## src/rtl/l2_arb_pkg.sv

```systemverilog
// Shared state/op types and limits for the L2 port arbiter.
package l2_arb_pkg;
    localparam int MAX_CORES = 8;
    localparam int ADDR_W    = 15;

    typedef enum logic [1:0] {IDLE, ISSUE, WAIT} arb_state_t;
    typedef enum logic {OP_RD, OP_WR} op_t;
endpackage

```

## src/rtl/rr_priority_picker.sv

```systemverilog
// Combinational round-robin pick: first pending requester at or after ptr, wrapping.
module rr_priority_picker #(
    parameter int N     = 4,
    parameter int IDX_W = (N > 1) ? $clog2(N) : 1
) (
    input  logic [N-1:0]     pending,
    input  logic [IDX_W-1:0] ptr,
    output logic [N-1:0]     grant,
    output logic [IDX_W-1:0] idx,
    output logic             any_valid
);
    int               c;
    logic [IDX_W-1:0] c_idx;

    always_comb begin
        grant     = '0;
        idx       = '0;
        any_valid = 1'b0;
        c         = 0;
        c_idx     = '0;
        for (int k = 0; k < N; k++) begin
            c = int'(ptr) + k;
            if (c >= N) c = c - N;
            c_idx = IDX_W'(c);
            if (!any_valid && pending[c_idx]) begin
                any_valid    = 1'b1;
                idx          = c_idx;
                grant[c_idx] = 1'b1;
            end
        end
    end
endmodule

```

## src/rtl/l2_port_arbiter.sv

```systemverilog
// Round-robin sharing of the single L2 L1-side port among N_CORES L1 caches.
// Define L2_ARB_PERF_EN to add per-core saturating grant / wait-cycle counters.
module l2_port_arbiter #(
    parameter int N_CORES = 4,
    parameter int n       = 32,
    parameter int ADDR_W  = 15
) (
    input  logic                      clk,
    input  logic                      reset,
    input  logic [N_CORES-1:0]        core_read_request,
    input  logic [N_CORES-1:0]        core_write_request,
    input  logic [N_CORES*ADDR_W-1:0] core_word_address,
    input  logic [N_CORES*n-1:0]      core_wdata,
    output logic [n-1:0]              core_rdata,
    output logic [N_CORES-1:0]        core_done,
    output logic [N_CORES-1:0]        core_flush,
    output logic [ADDR_W-1:0]         L1_word_address,
    output logic [n-1:0]              L1_wdata,
    output logic                      L1_read_request,
    output logic                      L1_write_request,
    input  logic [n-1:0]              L1_rdata,
    input  logic                      L2_busy,
    input  logic                      flush
);
    import l2_arb_pkg::*;

    localparam int IDX_W = (N_CORES > 1) ? $clog2(N_CORES) : 1;

    arb_state_t                     state, state_next;
    op_t                            op;
    logic [N_CORES-1:0]             pending, pick_grant, winner_oh;
    logic [IDX_W-1:0]               pick_idx, rr_ptr;
    logic                           pick_valid, do_grant, do_done;
    logic [N_CORES-1:0][ADDR_W-1:0] addr_v;
    logic [N_CORES-1:0][n-1:0]      wdata_v;

    assign pending = core_read_request | core_write_request;
    assign addr_v  = core_word_address;
    assign wdata_v = core_wdata;

    rr_priority_picker #(.N(N_CORES), .IDX_W(IDX_W)) u_pick (
        .pending   (pending),
        .ptr       (rr_ptr),
        .grant     (pick_grant),
        .idx       (pick_idx),
        .any_valid (pick_valid)
    );

    always_ff @(posedge clk) begin
        if (reset) state <= IDLE;
        else       state <= state_next;
    end

    // No grant in the done cycle: the finished core still holds its request then.
    always_comb begin
        state_next = state;
        do_grant   = 1'b0;
        do_done    = 1'b0;
        case (state)
            IDLE: begin
                if (!flush && pick_valid && core_done == '0) begin
                    do_grant   = 1'b1;
                    state_next = ISSUE;
                end
            end
            ISSUE: state_next = WAIT;
            WAIT: begin
                if (!L2_busy) begin
                    do_done    = 1'b1;
                    state_next = IDLE;
                end
            end
            default: state_next = IDLE;
        endcase
    end

    always_ff @(posedge clk) begin
        if (reset) begin
            rr_ptr           <= '0;
            winner_oh        <= '0;
            op               <= OP_RD;
            L1_word_address  <= '0;
            L1_wdata         <= '0;
            L1_read_request  <= 1'b0;
            L1_write_request <= 1'b0;
            core_rdata       <= '0;
            core_done        <= '0;
            core_flush       <= '0;
        end else begin
            core_flush <= {N_CORES{flush}};
            core_done  <= '0;
            if (do_grant) begin
                // A core raising both read and write is served as a write.
                winner_oh        <= pick_grant;
                op               <= core_write_request[pick_idx] ? OP_WR : OP_RD;
                L1_word_address  <= addr_v[pick_idx];
                L1_wdata         <= wdata_v[pick_idx];
                L1_write_request <= core_write_request[pick_idx];
                L1_read_request  <= ~core_write_request[pick_idx];
                rr_ptr           <= (int'(pick_idx) == N_CORES - 1) ? '0 : pick_idx + 1'b1;
            end
            if (do_done) begin
                L1_read_request  <= 1'b0;
                L1_write_request <= 1'b0;
                core_done        <= winner_oh;
                if (op == OP_RD) core_rdata <= L1_rdata;
            end
        end
    end

`ifdef L2_ARB_PERF_EN
    logic [15:0] grant_count [N_CORES];
    logic [15:0] wait_count  [N_CORES];

    // The winner's own held request is not counted as waiting.
    always_ff @(posedge clk) begin
        for (int i = 0; i < N_CORES; i++) begin
            if (reset) begin
                grant_count[i] <= '0;
                wait_count[i]  <= '0;
            end else begin
                if (do_grant && pick_grant[i] && grant_count[i] != 16'hFFFF)
                    grant_count[i] <= grant_count[i] + 16'd1;
                if (pending[i] && !(do_grant && pick_grant[i]) && !(state != IDLE && winner_oh[i])
                    && !core_done[i] && wait_count[i] != 16'hFFFF)
                    wait_count[i] <= wait_count[i] + 16'd1;
            end
        end
    end
`endif
endmodule

```

## config.mk

```make
export PLATFORM = sky130hd
export DESIGN_NAME = l2_port_arbiter
export DESIGN_NICKNAME = d
export VERILOG_FILES = /design/src/rtl/l2_arb_pkg.sv /design/src/rtl/rr_priority_picker.sv /design/src/rtl/l2_port_arbiter.sv
export SDC_FILE = /design/constraint.sdc
export NUM_CORES = 1
export LEC_CHECK = 0
export ABC_AREA = 1
export CELL_PAD_IN_SITES_DETAIL_PLACEMENT = 1
export CELL_PAD_IN_SITES_GLOBAL_PLACEMENT = 1
export CORE_MARGIN = 2
export CORE_UTILIZATION = 28
export DETAILED_ROUTE_END_ITERATION = 8
export MAX_ROUTING_LAYER = met4
export PLACE_DENSITY = 0.93
export SLEW_MARGIN = 20
export SYNTH_ARGS = -nofsm -noshare
export SYNTH_HDL_FRONTEND = slang
export SYNTH_SLANG_ARGS = --single-unit
export TNS_END_PERCENT = 10
```

## constraint.sdc

```tcl
create_clock -name clk -period 5.8 [get_ports clk]
set_input_delay 1.16 -clock clk [delete_from_list [all_inputs] [get_ports clk]]
set_output_delay 1.16 -clock clk [all_outputs]
set_load 0.01 [all_outputs]
```

Yosys cells after proc, flatten, opt, wreduce, memory -nomap -nowiden. Index checks and enable logic that the tools add are counted.

Logic and storage cells: 110. Register bits: 95. Input port bits: 232. Bits in read-only memories: 0. Output and inout bits: 89. Bits in latches: 0. Memories: 0. Memory bits (writable): 0.

$mul: 0. Reduce and logical (&&, ||, !) cells: 19. Muxes and demuxes: 47. Shift operators: 0. Bitwise operators: 7. $add $sub $neg: 8. Magnitude comparators: 13. Eq/ne operators: 5. Divide/modulo/power cells: 0.

Operators with widths (count): $bmux 32 s2 (1); $mux 32 (1); $bmux 15 s2 (1); $mux 2 (11); $mux 1 (18); $mux 4 (4); $or 4x4->4 (4); $lt 2x3->1 const B (5); $mux 15 (1); $bmux 1 s2 (5); $ge 3x3->1 const B (3); $logic_and 1x1->1 (9); $demux 1 s2 (4); $ge 2x1->1 const B (4); $sub 2x1->2 const B (4); $add 2x2->3 const B (2); $pmux 2 s3 (1); $eq 2x1->1 const B (2); $logic_not 1->1 (4); $logic_not 4->1 (1); $ne 2x2->1 const B (2); $reduce_and 2->1 (2); $reduce_or 2->1 (2); $add 2x1->3 const B (1); 5 further kinds (7).

Depth between registers and ports, before layout.
Depth in word-level cells: 18. Depth in mapped cells: 17. Depth with buffers taken out: 15.

By module. Synthesis repeated with hierarchy kept, for this count alone.

Cell total of the unflattened synthesis: 970. Area total of the unflattened synthesis: 5830.6 um^2.

Modules (own cells, without submodules): l2_port_arbiter (cells each 896, seq. area each 1901.8 um^2, instances 1, area an instance 5390.2 um^2); rr_priority_picker (cells each 74, seq. area each 0.0 um^2, instances 1, area an instance 440.4 um^2).

Worst setup path before layout. Ideal clock, no wire load.

Path type: input-to-reg. Start point: in core_read_request[2]. End point: reg L1_wdata[10]. Setup slack: 3.131 ns. Data arrival time: 2.560 ns. Library setup time: 0.109 ns. Cell stages on the path: 14. Data required time: 5.691 ns. Buffers on the path: 2. Cell sequence: nor2_1 nand2_1 nand3_1 nand2_2 nor2_4 nand2_1 nand3_2 nand3_4 buf_6 buf_2 o211ai_1 nand3_1 nand2_1 inv_1.

Longest elaborated chain between the ends: 17. Elaborated cells on any way between the ends: 29. Classes of those cells: 20 x mux; 1 x bitwise; 8 x reduce/logical.

Ends and longest elaborated chain: from (decl) (line l2_port_arbiter.sv:10) `input logic [N_CORES-1:0] core_read_request,`; $or 4x4->4 * (line l2_port_arbiter.sv:37) `assign pending = core_read_request | core_write_request;`; $bmux 1 s2 (line rr_priority_picker.sv:25) `if (!any_valid && pending[c_idx]) begin`; $mux 1 (not written as such) (line rr_priority_picker.sv:25); $mux 1 (line rr_priority_picker.sv:25); $logic_not 1->1 (line rr_priority_picker.sv:25); $logic_and 1x1->1 (line rr_priority_picker.sv:25); $mux 1 (line rr_priority_picker.sv:25); $logic_not 1->1 (line rr_priority_picker.sv:25); $logic_and 1x1->1 (line rr_priority_picker.sv:25); $mux 1 (line rr_priority_picker.sv:25); $logic_not 1->1 (line rr_priority_picker.sv:25); $logic_and 1x1->1 (line rr_priority_picker.sv:25); $mux 1 (line rr_priority_picker.sv:25); $logic_and 1x1->1 (2 in series) (line l2_port_arbiter.sv:61) `if (!flush && pick_valid && core_done == '0) begin`; $mux 1 (line l2_port_arbiter.sv:61); $mux 1 (line l2_port_arbiter.sv:59) `case (state)`; to (signal assigned) (line l2_port_arbiter.sv:97) `L1_wdata <= wdata_v[pick_idx];`; to (decl) (line l2_port_arbiter.sv:18) `output logic [n-1:0] L1_wdata,`.

Every way passes the cells marked *; elsewhere a longest branch is shown, timed or not. The select of a mux whose other input is x is not followed. A chain may end at the register's enable or synchronous reset.

Final worst setup path.
Start point: in core_write_request[2]. End point: reg L1_wdata[5].

Longest elaborated chain between the ends: 17. Elaborated cells on any way between the ends: 29. Classes of those cells: 20 x mux; 1 x bitwise; 8 x reduce/logical.

Ends and longest elaborated chain: from (decl) (line l2_port_arbiter.sv:11) `input logic [N_CORES-1:0] core_write_request,`; $or 4x4->4 * (line l2_port_arbiter.sv:37); $bmux 1 s2 (line rr_priority_picker.sv:25); $mux 1 (not written as such) (line rr_priority_picker.sv:25); $mux 1 (line rr_priority_picker.sv:25); $logic_not 1->1 (line rr_priority_picker.sv:25); $logic_and 1x1->1 (line rr_priority_picker.sv:25); $mux 1 (line rr_priority_picker.sv:25); $logic_not 1->1 (line rr_priority_picker.sv:25); $logic_and 1x1->1 (line rr_priority_picker.sv:25); $mux 1 (line rr_priority_picker.sv:25); $logic_not 1->1 (line rr_priority_picker.sv:25); $logic_and 1x1->1 (line rr_priority_picker.sv:25); $mux 1 (line rr_priority_picker.sv:25); $logic_and 1x1->1 (2 in series) (line l2_port_arbiter.sv:61); $mux 1 (line l2_port_arbiter.sv:61); $mux 1 (line l2_port_arbiter.sv:59).

Marks and branches as above.

==> impl_metrics.json <==
{
  "final_common_cell": "clkdlybuf4s50_1",
  "timing.fmax_mhz": 265,
  "num_vias": 6992,
  "grt_pass1_wl_mm": 36.5,
  "period_minus_slack_ns": 3.78,
  "worst_pin_slew_ns": 1.05,
  "hp-class": "register to register",
  "die_x_um": 149,
  "power.internal_w": 0.00169,
  "netSwitchingFraction_pct": 42.3,
  "drtIter0Drc": 174,
  "die_area_mm2": 0.0222,
  "required_ns": 6.04,
  "drive_gt1_share_pct": 4.86,
  "cts_tree": "built",
  "rows": 53,
  "nFillCells": 2710,
  "crit_arrival_ns": 4.02,
  "ant_nets": 0,
  "hold_violations": 0,
  "syn-instance-count": 950,
  "insertion_delay_ns": 0.35,
  "wire_per_inst_um": 15.6,
  "synth-async-reset-ratio_pct": 0,
  "drc": 0,
  "fin_skew_ns": 0.0110,
  "worstSetupStartpointType": "primary input",
  "path_cells": "clkdlybuf4s50_1 > nor2_1 > nand2_1 > nand3_1 > nand2_2 > nor2_4 > nand2_1 > nand3_2 > nand3_4 > buf_12 > o211ai_1 > nand3_1 > nand2_1 > inv_1",
  "cts-root-buf": "clkbuf_16",
  "status": "complete, no violations",
  "clock-sinks": 95,
  "placement.io_buffers": 320,
  "tns_ns": 0,
  "cts.clk_slew.worst_paths_ns": 0.07,
  "grt_pass1_vias": 7464,
  "yosys_warnings": 0,
  "grt_remaining_overflow": 0,
  "pwr-share-comb_pct": 52.4,
  "timing.final.crit_share_pct": 65.2,
  "crit_type": "primary input to register",
  "grt_start_max_net_pins": 100,
  "place_congestion": 0.866,
  "start_util_pct": 28.3,
  "worstPathMaxFanout": 62,
  "syn_avg_cell_area_um2": 6.20,
  "p_per_area_mw_per_mm2": 311,
  "static-leakage-power_nw": 4.43,
  "crit_slowest_cell": "nand3_4",
  "synth.distinct_cells": 30,
  "dr.pass1.iters": 4,
  "cts_max_level": 3,
  "syn-cell-area_mm2": 0.00589,
  "seqPwrFrac_pct": 27.5,
  "utilization_pct": 45.3,
  "clock_path_buffers": 2,
  "crit_family": "simple AND/OR/NAND/NOR gates",
  "rsz0062_at_grt": "false",
  "drv_cap": 0,
  "post_dp_cell_area_mm2": 0.00914,
  "path_buf_inv": 3,
  "yosys_register_bits": 95,
  "worst_path_most_repeated_cell": "nand2_1",
  "finalMaxSlewViolations": 0,
  "switchingPower_w": 0.00124,
  "insertedDiodeCount": 0,
  "area_growth_pct": 60.0,
  "synthFlopType": "dfxtp_1",
  "via_per_inst": 4.63,
  "critPathMaxStageDelay_ns": 0.52,
  "synth_edf_count": 0,
  "hold_ws_ns": 0.461,
  "power_frac_clock_pct": 20.1,
  "wirelength_mm": 23.6,
  "cts_hold_buf": 0,
  "grtUsageTotal_pct": 21.3,
  "design_area_mm2": 0.00943,
  "core_area_mm2": 0.0208,
  "max-vdd-ir-drop_uv": 157,
  "cts_buffers": 9,
  "die_h_um": 149,
  "dpl.hpwl_mm": 18.0,
  "yosysSeqAreaShare_pct": 32.3,
  "ios": 321,
  "cp-end-kind": "register",
  "antenna_found_initial": 0,
  "cts_resized": 0,
  "final_nets": 1469,
  "setup_violations": 0,
  "syn_nets": 1190,
  "post-cts-setup-buffers": 0,
  "most-common-layout-cells": "clkdlybuf4s50_1, nand2_1, nor2_1",
  "slew_headroom_pct": 29.8
}
-- per-layer routing --
metal  global-route usage, %  share of wire, %  up-vias
met5                       -                 0        -
met4                    6.38               2.2        0
met3                    5.78               7.6       34
met2                    38.1                49      227
met1                    22.9                42     3249
li1                        -                 -     3482
-- cell families (layout without fill, tap and decap cells) --
group	count (synthesis)	after routing	share of synthesized area (%)
AND/OR/NAND/NOR	467	467	32.8
buffers and inverters	227	511	17.4
AO/OA/AOI/OAI	152	152	15.7
flip-flops	95	95	32.3
adder cells (fa/ha/maj)	8	8	1.70
XOR/XNOR	1	1	0.149
-- power by group through the flow --
stage | logic, W | clock network [W] | registers (W)
after floorplan | 0.00103 | 0 | 0.000849
after global placement | 0.00150 | 0 | 0.000816
after detailed placement | 0.00155 | 0 | 0.000822
after CTS | 0.00155 | 0.000617 | 0.000808
after global routing | 0.00171 | 0.000640 | 0.000818
final | 0.00154 | 0.000589 | 0.000807
-- state kept, by name (all words and copies together), names as in the netlist --
| register | cells |
|---|---|
| core_flush | 1 |
| L1_read_request | 1 |
| winner_oh | 4 |
| rr_ptr | 2 |
| core_done | 4 |
| op | 1 |
| state | 2 |
| L1_wdata | 32 |
| L1_write_request | 1 |
| L1_word_address | 15 |
| core_rdata | 32 |
-- tightest hold or removal path: stages, from the launching register on --
cell and delay, ns:
dfxtp_1 0.30, inv_1 0.07, nor2_1 0.05
-- cell type report --
| type | instances | area (um2) | area share, % |
|---|---|---|---|
| Tap cell | 275 | 344 | 3.65 |
| Clock buffer | 9 | 225 | 2.39 |
| Timing Repair Buffer | 328 | 3300 | 35.0 |
| Inverter | 167 | 628 | 6.66 |
| Clock inverter | 7 | 62.6 | 0.664 |
| Sequential cell | 95 | 1900 | 20.2 |
| Multi-Input combinational cell | 628 | 2970 | 31.5 |
-- final timing paths --
| check | slack [ns] | start | depth (start not counted) | endpoint |
|---|---|---|---|---|
| max reg2reg | 2.25 | rr_ptr[0]$_SDFFE_PP0P_ | 14 | L1_wdata[5]$_SDFFE_PP0P_ |
| max | 2.02 | core_write_request[2] | 14 | L1_wdata[5]$_SDFFE_PP0P_ |
| min | 0.46 | winner_oh[1]$_SDFFE_PP0P_ | 2 | core_done[1]$_SDFF_PP0_ |
| min reg2reg | 0.46 | winner_oh[1]$_SDFFE_PP0P_ | 2 | core_done[1]$_SDFF_PP0_ |
-- metrics by stage --
stage | power, W | instances | setup WS [ns]
final | 0.00293 | 1509 | 2.02
after global routing | 0.00317 | 1509 | 1.78
after CTS | 0.00298 | 1509 | 2.01
after detailed placement | 0.00237 | 1493 | 1.66
after global placement | 0.00232 | 1493 | 1.76
after floorplan | 0.00187 | 950 | 3.13
-- cell usage after synthesis (3+ instances only) --
| master | instances | share of area [%] |
|---|---|---|
| nand2_2 | 13 | 1.4 |
| inv_1 | 162 | 10 |
| a221oi_1 | 4 | 0.59 |
| nand2_1 | 211 | 13 |
| buf_6 | 11 | 2.1 |
| nand3_2 | 6 | 1.0 |
| o211ai_1 | 47 | 6.0 |
| o21ai_2 | 7 | 1.0 |
| o21ai_1 | 41 | 3.5 |
| a21oi_1 | 14 | 1.2 |
| clkbuf_1 | 17 | 1.1 |
| o21ai_0 | 37 | 3.1 |
| buf_2 | 16 | 1.4 |
| inv_2 | 5 | 0.32 |
| dfxtp_1 | 95 | 32 |
| buf_4 | 11 | 1.4 |
| buf_1 | 3 | 0.19 |
| nand3_1 | 56 | 4.8 |
| nor3_1 | 4 | 0.34 |
| ha_1 | 8 | 1.7 |
| nor2_1 | 172 | 11 |
Power figures use the tool's default switching activity.
